### src/rtl/queue_ctrl.sv
// ---------------------------------------------------------------------------
// queue_ctrl
//   Control unit for a register-based queue. Owns the head and tail pointers
//   and the occupancy count; drives one-hot write enables into the DEPTH
//   storage registers and the read select of the head-entry mux tree. No data
//   passes through this block.
//
// Parameters
//   DEPTH   number of storage slots (power of two, >= 2)
//   ADDR_W  pointer width, log2(DEPTH)
//
// Ports
//   clk_i      in   1         rising-edge clock
//   rst_i      in   1         synchronous active-high reset
//   push_i     in   1         enqueue request
//   pop_i      in   1         dequeue request
//   wr_en_o    out  DEPTH     one-hot write enable to slot [tail]
//   rd_sel_o   out  ADDR_W    head pointer, read mux select
//   push_ok_o  out  1         push accepted this cycle
//   pop_ok_o   out  1         pop accepted this cycle
//   empty_o    out  1         count == 0
//   full_o     out  1         count == DEPTH
//   count_o    out  ADDR_W+1  occupancy 0..DEPTH
//   ovf_o      out  1         sticky overflow (push while full, no pop)
//   udf_o      out  1         sticky underflow (pop while empty)
// ---------------------------------------------------------------------------
module queue_ctrl #(
  parameter int DEPTH  = 8,
  parameter int ADDR_W = 3
) (
  input  logic              clk_i,
  input  logic              rst_i,
  input  logic              push_i,
  input  logic              pop_i,
  output logic [DEPTH-1:0]  wr_en_o,
  output logic [ADDR_W-1:0] rd_sel_o,
  output logic              push_ok_o,
  output logic              pop_ok_o,
  output logic              empty_o,
  output logic              full_o,
  output logic [ADDR_W:0]   count_o,
  output logic              ovf_o,
  output logic              udf_o
);

  localparam logic [ADDR_W:0] FULL_CNT = (ADDR_W + 1)'(DEPTH);

  logic [ADDR_W-1:0] head;
  logic [ADDR_W-1:0] tail;
  logic [ADDR_W:0]   count;
  logic              ovf;
  logic              udf;
  logic              empty;
  logic              full;
  logic              push_ok;
  logic              pop_ok;

  // Full/empty come from the count so head == tail never needs disambiguation.
  assign empty = (count == '0);
  assign full  = (count == FULL_CNT);

  // Acceptance is gated by reset so no slot is written during a reset cycle.
  // A push into a full queue is allowed when a pop frees the head slot in the
  // same cycle: the head is read through the mux before the edge overwrites it.
  assign pop_ok  = !rst_i && pop_i && !empty;
  assign push_ok = !rst_i && push_i && (!full || pop_i);

  always_comb begin
    wr_en_o = '0;
    for (int i = 0; i < DEPTH; i++) begin
      wr_en_o[i] = push_ok && (tail == ADDR_W'(i));
    end
  end

  always_ff @(posedge clk_i) begin
    if (rst_i) begin
      head  <= '0;
      tail  <= '0;
      count <= '0;
      ovf   <= 1'b0;
      udf   <= 1'b0;
    end else begin
      // Pointers wrap naturally because DEPTH is a power of two.
      tail  <= tail + ADDR_W'(push_ok);
      head  <= head + ADDR_W'(pop_ok);
      count <= count + (ADDR_W + 1)'(push_ok) - (ADDR_W + 1)'(pop_ok);
      ovf   <= ovf | (push_i && full && !pop_i);
      udf   <= udf | (pop_i && empty);
    end
  end

  assign rd_sel_o  = head;
  assign push_ok_o = push_ok;
  assign pop_ok_o  = pop_ok;
  assign empty_o   = empty;
  assign full_o    = full;
  assign count_o   = count;
  assign ovf_o     = ovf;
  assign udf_o     = udf;

endmodule

### config.mk
export PLATFORM = sky130hd
export DESIGN_NAME = queue_ctrl
export DESIGN_NICKNAME = d
export VERILOG_FILES = /design/src/rtl/queue_ctrl.sv
export SDC_FILE = /design/constraint.sdc
export NUM_CORES = 1
export LEC_CHECK = 0
export CORE_MARGIN = 4
export CORE_UTILIZATION = 45
export CTS_CLUSTER_SIZE = 28
export DETAILED_ROUTE_END_ITERATION = 16
export PLACE_DENSITY_LB_ADDON = 0.05
export SLEW_MARGIN = 20
export SYNTH_ARGS = -nofsm -noshare
export SYNTH_HDL_FRONTEND = slang
export SYNTH_SLANG_ARGS = --single-unit
### constraint.sdc
create_clock -name clk_i -period 6.3 [get_ports clk_i]
set_input_delay 0.945 -clock clk_i [delete_from_list [all_inputs] [get_ports clk_i]]
set_output_delay 0.945 -clock clk_i [all_outputs]
set_load 0.01 [all_outputs]
==> results.json <==
{
  "status": "finished, final reports clean",
  "path_max_fanout": 15,
  "tightest_slew_ps": 471,
  "netlist_instances": 75,
  "drt_iter0_drc": 2,
  "crit_path_frequent_cell": "clkdlybuf4s50_1",
  "drt_wl_total_mm": 1.33,
  "hold_viol": 0,
  "yosys.area.top_type": "dfxtp_1",
  "synth-edff-count": 0,
  "final_cell_mix": "24 x clkdlybuf4s50_1, 14 x nor2_1, 12 x dfxtp_1",
  "worstPathRequired_ps": 5350,
  "max_clock_freq_ghz": 0.255,
  "htree_levels": 1,
  "netlist_area_sq_um": 672,
  "crit_path_start_kind": "primary input",
  "cp_num_cells": 5,
  "antenna_found_initial": 0,
  "syn_avg_cell_area_sq_um": 8.96,
  "hold_slack_ps": 475,
  "vias_per_cell": 4.97,
  "fin_crit_ps": 3930,
  "synth_area_leaders": "dfxtp_1 36%, ha_1 15%, nor2_1 7.8%, nand2b_1 5.6%, nor2b_1 3.7%",
  "cts_hold_buf": 0,
  "rsz0062_at_grt": "false",
  "arrival_ps": 2980,
  "dr.pass1.iters": 3,
  "final_common_cell": "clkdlybuf4s50_1",
  "grt_max_degree": 16,
  "grt_pass1_wl_mm": 2.35,
  "slew_violations": 0,
  "cts.reportedPaths.clkPinSlew_ps": 70,
  "stdcell_count": 117,
  "finalClockSkew_ps": 2.65,
  "avgRoutedWirePerCell_um": 11.4,
  "cts.sinks": 12,
  "setup_viol": 0,
  "grt_use_total_pct": 15.7,
  "io_buffers": 24,
  "grt_pass1_vias": 585,
  "ant_nets": 0,
  "core_area_sq_um": 1350,
  "critPathBufInv": 2,
  "pin_count": 25,
  "relSlewSlack_pct": 68.5,
  "die_area_sq_um": 2180,
  "power_leakage_nw": 0.409,
  "syn-num-nets": 88,
  "ys_async_sr_fraction_pct": 0,
  "path_cells": "clkdlybuf4s50_1, nand2b_1, or3b_1, nor3_2, clkdlybuf4s50_1",
  "power_density_nw_per_um2": 320,
  "finalSetupTns_ps": 0,
  "cts-buffers-inserted": 3,
  "yosysWarnings": 0,
  "clk_path_buf_depth": 2,
  "placed_area_sq_um": 927,
  "layout.nets": 116,
  "ys_ff_latch": 12,
  "dp_hpwl_mm": 1.08,
  "ys_seq_area_share_pct": 35.8,
  "end_kind": "primary output",
  "cts_resized": 0,
  "hp-class": "flop to flop",
  "post-cts-setup-buffer-count": 0,
  "rows": 13,
  "start_util_pct": 49.8,
  "area_growth_pct": 43.4,
  "drive_above_1_share_pct": 9.80,
  "path_class": "primary input to primary output",
  "die-height_um": 46.6,
  "stdcell_area_sq_um": 963,
  "drc": 0,
  "path_delay_family": "buffers and inverters",
  "synth_cell_types": 23,
  "post-route-period-util_pct": 62.3,
  "cts_tree": "yes",
  "synth_top_area_share_pct": 35.8,
  "vias": 581,
  "gp_congestion": 0.715,
  "hold_path_depth": 2,
  "dp.cells": 113,
  "fin_ws_ps": 2370,
  "place_ws_ps": 2350,
  "critical-path-max-stage-delay_ps": 650,
  "r2r_cells": 10,
  "diodes": 0,
  "die_x_um": 46.6,
  "clkLatencyLatePin_ps": 270,
  "crit_slowest_cell": "clkdlybuf4s50_1",
  "cts-root-buf": "clkbuf_4",
  "synth_flop_cell": "dfxtp_1",
  "drv_cap": 0,
  "vdd_ir_drop_max_uv": 189,
  "globalRoute.totalOverflow": 0
}
==> through the flow <==
| stage | utilization, % | power [mW] |
|---|---|---|
| global placement | 68.7 | 0.247 |
| floorplan | - | 0.186 |
| finish | 71.4 | 0.308 |
| global route | 71.4 | 0.338 |
| CTS | 71.4 | 0.313 |
| detailed placement | 68.7 | 0.250 |
==> flip-flops by register name (all words and copies together), names as in the netlist <==
name and flops:
count_o 4, ovf_o 1, udf_o 1, rd_sel_o 3, tail 3
==> tightest hold or removal path: cells and delay by family (launching register included) <==
kind	cells	cell delay, ps
flip-flops	1	330
AND/OR/NAND/NOR	1	70
AO/OA/AOI/OAI	1	40
==> Yosys cell counts, types with 2 or more instances <==
cell	count
nand2_1	3
nor2b_1	4
nand2b_1	6
a21oi_1	4
dfxtp_1	12
inv_1	6
nor3_2	2
or3_1	2
xnor2_1	2
ha_1	8
nor2_1	14
==> layout make-up <==
cell class / count / area, sq um
inverter: 6 / 22.5
tap: 15 / 18.8
sequential: 12 / 240
multi-input combinational: 56 / 405
clock buffer: 4 / 36.3
fill: 109 / 387
timing repair buffer: 24 / 240
==> metal layers <==
layer | track usage (%) | share of wire (%)
met5 | 0 | 0
met4 | 8.29 | 0.90
met3 | 3.52 | 6.4
met2 | 25.0 | 48
met1 | 19.4 | 45
==> kinds of logic (layout without fill, tap and decap cells) <==
logic type      count (synthesis)  in the layout  synth area share [%]
compound gates                  5              5                  4.28
fa+ha+maj                       9              9                  17.9
buf+inv                         7             34                  3.91
flops                          12             12                  35.8
simple gates                   38             38                  32.8
mux                             1              1                  1.49
xor+xnor                        3              3                  3.91
==> where the power goes <==
group / total [mW] / leakage (nW) / internal (mW) / switching, mW
Sequential: 0.107 / 0.0983 / 0.0909 / 0.0161
Clock: 0.0605 / 0.0210 / 0.0351 / 0.0254
Combinational: 0.141 / 0.290 / 0.0783 / 0.0623
==> path summary, 6_finish.rpt <==
| kind | from | end | slack (ps) |
|---|---|---|---|
| hold / removal | ovf_o | ovf_o | 480 |
| setup / recovery | rst_i | wr_en_o[4] | 2370 |
| hold reg to reg | ovf_o | ovf_o | 480 |
| setup reg to reg | count_o[2] | count_o[2] | 4120 |
Note: power is estimated with default switching activity, not from simulation.
==> edit 1, RTL diff (same flow settings) <==
Register the output `count_o` once more, cleared by the reset; this adds one clock of latency there. The other outputs are not delayed to match.
--- a/src/rtl/queue_ctrl.sv
+++ b/src/rtl/queue_ctrl.sv
@@ -94,7 +94,13 @@
   assign pop_ok_o  = pop_ok;
   assign empty_o   = empty;
   assign full_o    = full;
-  assign count_o   = count;
+  always_ff @(posedge clk_i) begin
+    if (rst_i) begin
+      count_o <= '0;
+    end else begin
+      count_o <= count;
+    end
+  end
   assign ovf_o     = ovf;
   assign udf_o     = udf;
 
Formal check against the unedited RTL: not equivalent (a bounded check fails within 4 cycles, from zero or initial values and one cycle with rst_i high).
==> edit 1 against the original RTL <==
  * Global-route usage down 3.8 points
  * Area after synthesis is 16% higher
  * Sequential cell count increased by 4
  * Utilization is 4.9 points lower
  * Highest routed layer is now met3
  * Design area is 8.8% higher
  * Routed wire length down 0.45%
  * Setup slack lost 0.10 ns
  * Total power up 3.8%
  * Critical endpoint unchanged
  * Largest power group is now sequential cells
==> edit 1: results (changes against the original RTL) <==
Clock tree
  – Clk_lat worst skew: 0.27 ns (about the same)
  – Total CTS buffers: 3 (unchanged)
  – Clock Path Buffers: 2 (unchanged)
  – Htree depth: 1 (unchanged)
  – Clock Pin Slew Worst Setup and Hold Paths: 0.08 ns
  – Root buffer cell: clkbuf_4 (unchanged)
  – Post-CTS setup buffers: 0 (unchanged)
  – Cts repair resizes: 0 (unchanged)

Finish
  – Share of cells above drive strength 1: 0.08257 (was 0.09804)
  – Ant diodes: 0 (unchanged)
  – Multi-input logic area: 422.9 sq um (was 405.4 sq um)
  – Largest registers: count x4, count_o x4
  – Filler cell count: 144 (was 109)

Drt
  – Final WL: 1324 um (was 1330 um)
  – Pre-antenna DRT Iters: 2 (was 3)
  – Starting DRT DRC Count: 2 (unchanged)
  – WL per Instance: 10.59 um (was 11.37 um)
  – Drt via density: 4.832 (was 4.966)

Logic synthesis
  – Syn_nets: 97 (was 88)
  – Async S/R FF share, synth: 0 (unchanged)
  – Sequential area share after synthesis: 0.4103 (was 0.3575)
  – Post-synthesis cell type count: 24 (was 23)
  – Synth Instances: 84 (was 75)
  – Most frequent cells after synthesis: nor2_1 (17), dfxtp_1 (16), ha_1 (8), inv_1 (6), nand2b_1 (6) (was nor2_1 (14), dfxtp_1 (12), ha_1 (8), inv_1 (6), nand2b_1 (6))
  – Largest cells by area after synthesis: dfxtp_1 (41%), ha_1 (13%), nor2_1 (8.2%) (was dfxtp_1 (36%), ha_1 (15%), nor2_1 (7.8%))
  – Yosys warnings: 0 (unchanged)

Outcome
  – Status: finished, final reports clean (unchanged)

Place
  – GPL Wtd Cong: 0.6823 (was 0.7153)
  – Dpl cells: 122 (was 113)
  – Port bufs: 24 (unchanged)
  – DP Area: 1026 sq um (was 927.1 sq um)
  – HPWL after DPL: 1070 um (was 1079 um)

Power
  – Static leakage: 0.4434 nW (was 0.4095 nW)
  – Comb pwr share: 0.419 (was 0.456)
  – Maximum VDD drop: 0.0002136 V (was 0.0001889 V)
  – Sw power: 0.1041 mW (was 0.1038 mW)

STA
  – Fin Clk Skew: 0.002531 ns (was 0.002654 ns)
  – Relative slew slack: 0.5961 (was 0.6849)

Hold path
  – Hold crit path type: reg -> reg (unchanged)

Critical path
  – Crit-path max FO: 19 (was 15)
  – CP arrival: 3.08 ns (was 2.98 ns)

GRT
  – Vias in the first global route: 596 (was 585)
  – Largest net degree at the start of global routing: 20 (was 16)
  – All-Layer GR Usage: 0.1185 (was 0.1568)
  – First-pass GRT wire length: 2339 um (was 2352 um)
  – Initial antenna violation count: 0 (unchanged)
edit 1: cell count changes in the layout (fill, tap and decap cells not counted), sizes merged:
cell	delta
clkbuf	-1
dfxtp	+4
nor2	+3
nor2b	+1
edit 1: routing by layer:
| layer | vias up | share of wire | wire length, um | GRT usage |
|---|---|---|---|---|
| met5 | - | 0 | 0 | 0 |
| met4 | 0 | 0 | 0 | 0.04147 |
| met3 | 0 | 0.071 | 94 | 0.03012 |
| met2 | 22 | 0.43 | 569 | 0.1872 |
| met1 | 261 | 0.50 | 660 | 0.1553 |
| li1 | 321 | - | - | - |
edit 1: logic make-up (layout without fill, tap and decap cells):
| family | count (synthesis) | after routing | share of synthesized area |
|---|---|---|---|
| xor+xnor | 3 | 3 | 0.03366 |
| fa+ha+maj | 9 | 9 | 0.1539 |
| flops | 16 | 16 | 0.4103 |
| mux | 1 | 1 | 0.01282 |
| compound gates | 5 | 5 | 0.03686 |
| simple gates | 42 | 42 | 0.3045 |
| buf+inv | 8 | 33 | 0.04807 |
edit 1: path summary, 6_finish.rpt:
check	end	depth (start not counted)	startpoint	slack [ns]
max reg2reg	count[2]$_SDFF_PP0_	10	count[2]$_SDFF_PP0_	4.12
min	count_o[3]$_SDFF_PP0_	2	count[3]$_SDFF_PP0_	0.46
min reg2reg	count_o[3]$_SDFF_PP0_	2	count[3]$_SDFF_PP0_	0.46
max	wr_en_o[4]	5	rst_i	2.27
edit 1: final cells by class:
cell class | count | area share
tap | 16 | 0.01909
inverter | 6 | 0.02148
clock buffer | 3 | 0.02148
multi-input combinational | 60 | 0.4033
sequential | 16 | 0.3055
timing repair buffer | 24 | 0.2291
edit 1: per-stage QoR:
stage          setup slack (ns)  power [mW]
2_1_floorplan             3.558      0.2178
3_3_place_gp              2.303      0.2692
3_5_place_dp              2.263      0.2730
4_1_cts                   2.261      0.3256
5_1_grt                   2.122      0.3478
6_report                  2.271      0.3197
edit 1: power by group through the flow:
stage               clock (mW)  combinational, mW  sequential (mW)
CTS                     0.0538              0.136            0.136
finish                  0.0501              0.134            0.136
global route            0.0565              0.151            0.140
global placement             0              0.132            0.137
floorplan                    0             0.0773            0.140
detailed placement           0              0.135            0.138
edit 1: worst max-delay path, cell delays in order:
cell and delay, ns:
clkdlybuf4s50_1 0.72, nand2b_1 0.33, or3b_1 0.42, nor3_2 0.12, clkdlybuf4s50_1 0.55
==> edit 2, RTL diff (config.mk and constraints unchanged) <==
Without the edit above. The parameter `ADDR_W` goes from 3 to 4.
--- a/src/rtl/queue_ctrl.sv
+++ b/src/rtl/queue_ctrl.sv
@@ -26,7 +26,7 @@
 // ---------------------------------------------------------------------------
 module queue_ctrl #(
   parameter int DEPTH  = 8,
-  parameter int ADDR_W = 3
+  parameter int ADDR_W = 4
 ) (
   input  logic              clk_i,
   input  logic              rst_i,
Interface: changed (resized count_o and rd_sel_o); port bits go from 25 to 27. No check against the original RTL was run, so the function may have changed too.
==> edit 2 against the original RTL <==
  * Die area is 23% higher
  * Routed wire length is 20% higher
  * Maximum frequency is 0.27% lower
  * Setup slack worse by 0.011 ns
  * Sequential cell count is 3 higher
  * Total power is 26% higher
  * Design area is 21% higher
  * First-iteration DRC count is 50% higher
  * Critical path type unchanged
  * Combinational power is 40% higher
  * Area after synthesis is 28% higher
  * Register-to-register slack worse by 0.75 ns
==> edit 2: results (changes against the original RTL) <==
Clock tree
  – Clock Pin Slew Worst Setup and Hold Paths: 0.09 ns (was 0.07 ns)
  – Clk_lat worst skew: 0.29 ns (was 0.27 ns)

STA
  – Fin Clk Skew: 0.0007651 ns (was 0.002654 ns)
  – Worst slew pin tran: 0.6034 ns (was 0.4712 ns)

GRT
  – Met3 Track Usage GR: 0.04011 (was 0.03516)
  – Largest net degree at the start of global routing: 19 (was 16)
  – Met1 Use GR: 0.1585 (was 0.1944)
  – Met2 global-route usage: 0.2161 (was 0.2500)
  – First-pass GRT wire length: 2677 um (was 2352 um)
  – Vias in the first global route: 643 (was 585)
  – All-Layer GR Usage: 0.1331 (was 0.1568)

Critical path
  – Worst setup endpoint: wr_en_o[1] (was wr_en_o[4])
  – Worst reg2reg setup slack: 3.37 ns (was 4.12 ns)
  – Reg-to-reg endpoint: count_o[4]$_SDFF_PP0_ (was count_o[2]$_SDFF_PP0_)
  – Cells on worst reg2reg path: 12 (was 10)

Logic synthesis
  – #FFs+latches synth: 15 (was 12)
  – Post-synthesis cell type count: 27 (was 23)
  – Syn_nets: 111 (was 88)

Place
  – GPL Wtd Cong: 0.7613 (was 0.7153)
  – Port bufs: 26 (was 24)
  – DP Area: 1140 sq um (was 927.1 sq um)
  – HPWL after DPL: 1302 um (was 1079 um)

Hold path
  – Hold wc startpoint: udf_o$_SDFF_PP0_ (was ovf_o$_SDFF_PP0_)
  – Hold Path End: udf_o$_SDFF_PP0_ (was ovf_o$_SDFF_PP0_)

Finish
  – Fraction of area in multi-input gates: 0.4364 (was 0.4208)
  – Nonclk buf count: 26 (was 24)
  – Filler cell count: 160 (was 109)
  – Share of cells above drive strength 1: 0.07377 (was 0.09804)
  – Largest register FFs: 5 (was 4)
  – Inverters excl. clock: 10 (was 6)

Drt
  – WL per Instance: 10.88 um (was 11.37 um)
  – Pre-antenna DRT Iters: 4 (was 3)
  – WL met2: 746 um (was 634 um)

Power
  – Static leakage: 0.4780 nW (was 0.4095 nW)
  – PD cells: 330.9 nW/um^2 (was 319.8 nW/um^2)

Outcome
  – Status: finished, final reports clean (unchanged)
-- edit 2: cell count changes after synthesis, moves of 3 or more --
cell / delta
inv_1: +4
dfxtp_1: +3
nand2b_1: -4
nor3_1: +4
ha_1: +3
-- edit 2: report_power, final --
part           switching, mW  internal, mW  total, mW  leakage (nW)
clock network         0.0328        0.0241     0.0569        0.0139
registers             0.0191         0.114      0.133         0.123
logic                 0.0920         0.105      0.197         0.341
total                  0.144         0.243      0.387         0.478
-- edit 2: worst min-delay path: stages, from the launching register on --
cell,delay (ns)
dfxtp_1,0.34
a21oi_1,0.04
nor2_1,0.07
-- edit 2: kinds of logic after synthesis --
logic type | share of synthesized area
AOI/OAI and AO/OA | 0.1063
xor gates and xnor gates | 0.06115
adders and majority gates | 0.1834
buffers and inverters | 0.05677
DFF | 0.3493
and+or+nand+nor | 0.2431
-- edit 2: stage by stage --
step	setup slack (ns)	std cells
floorplan	2.941	95
global placement	2.432	143
detailed placement	2.336	143
CTS	2.337	147
global route	2.202	147
finish	2.363	147
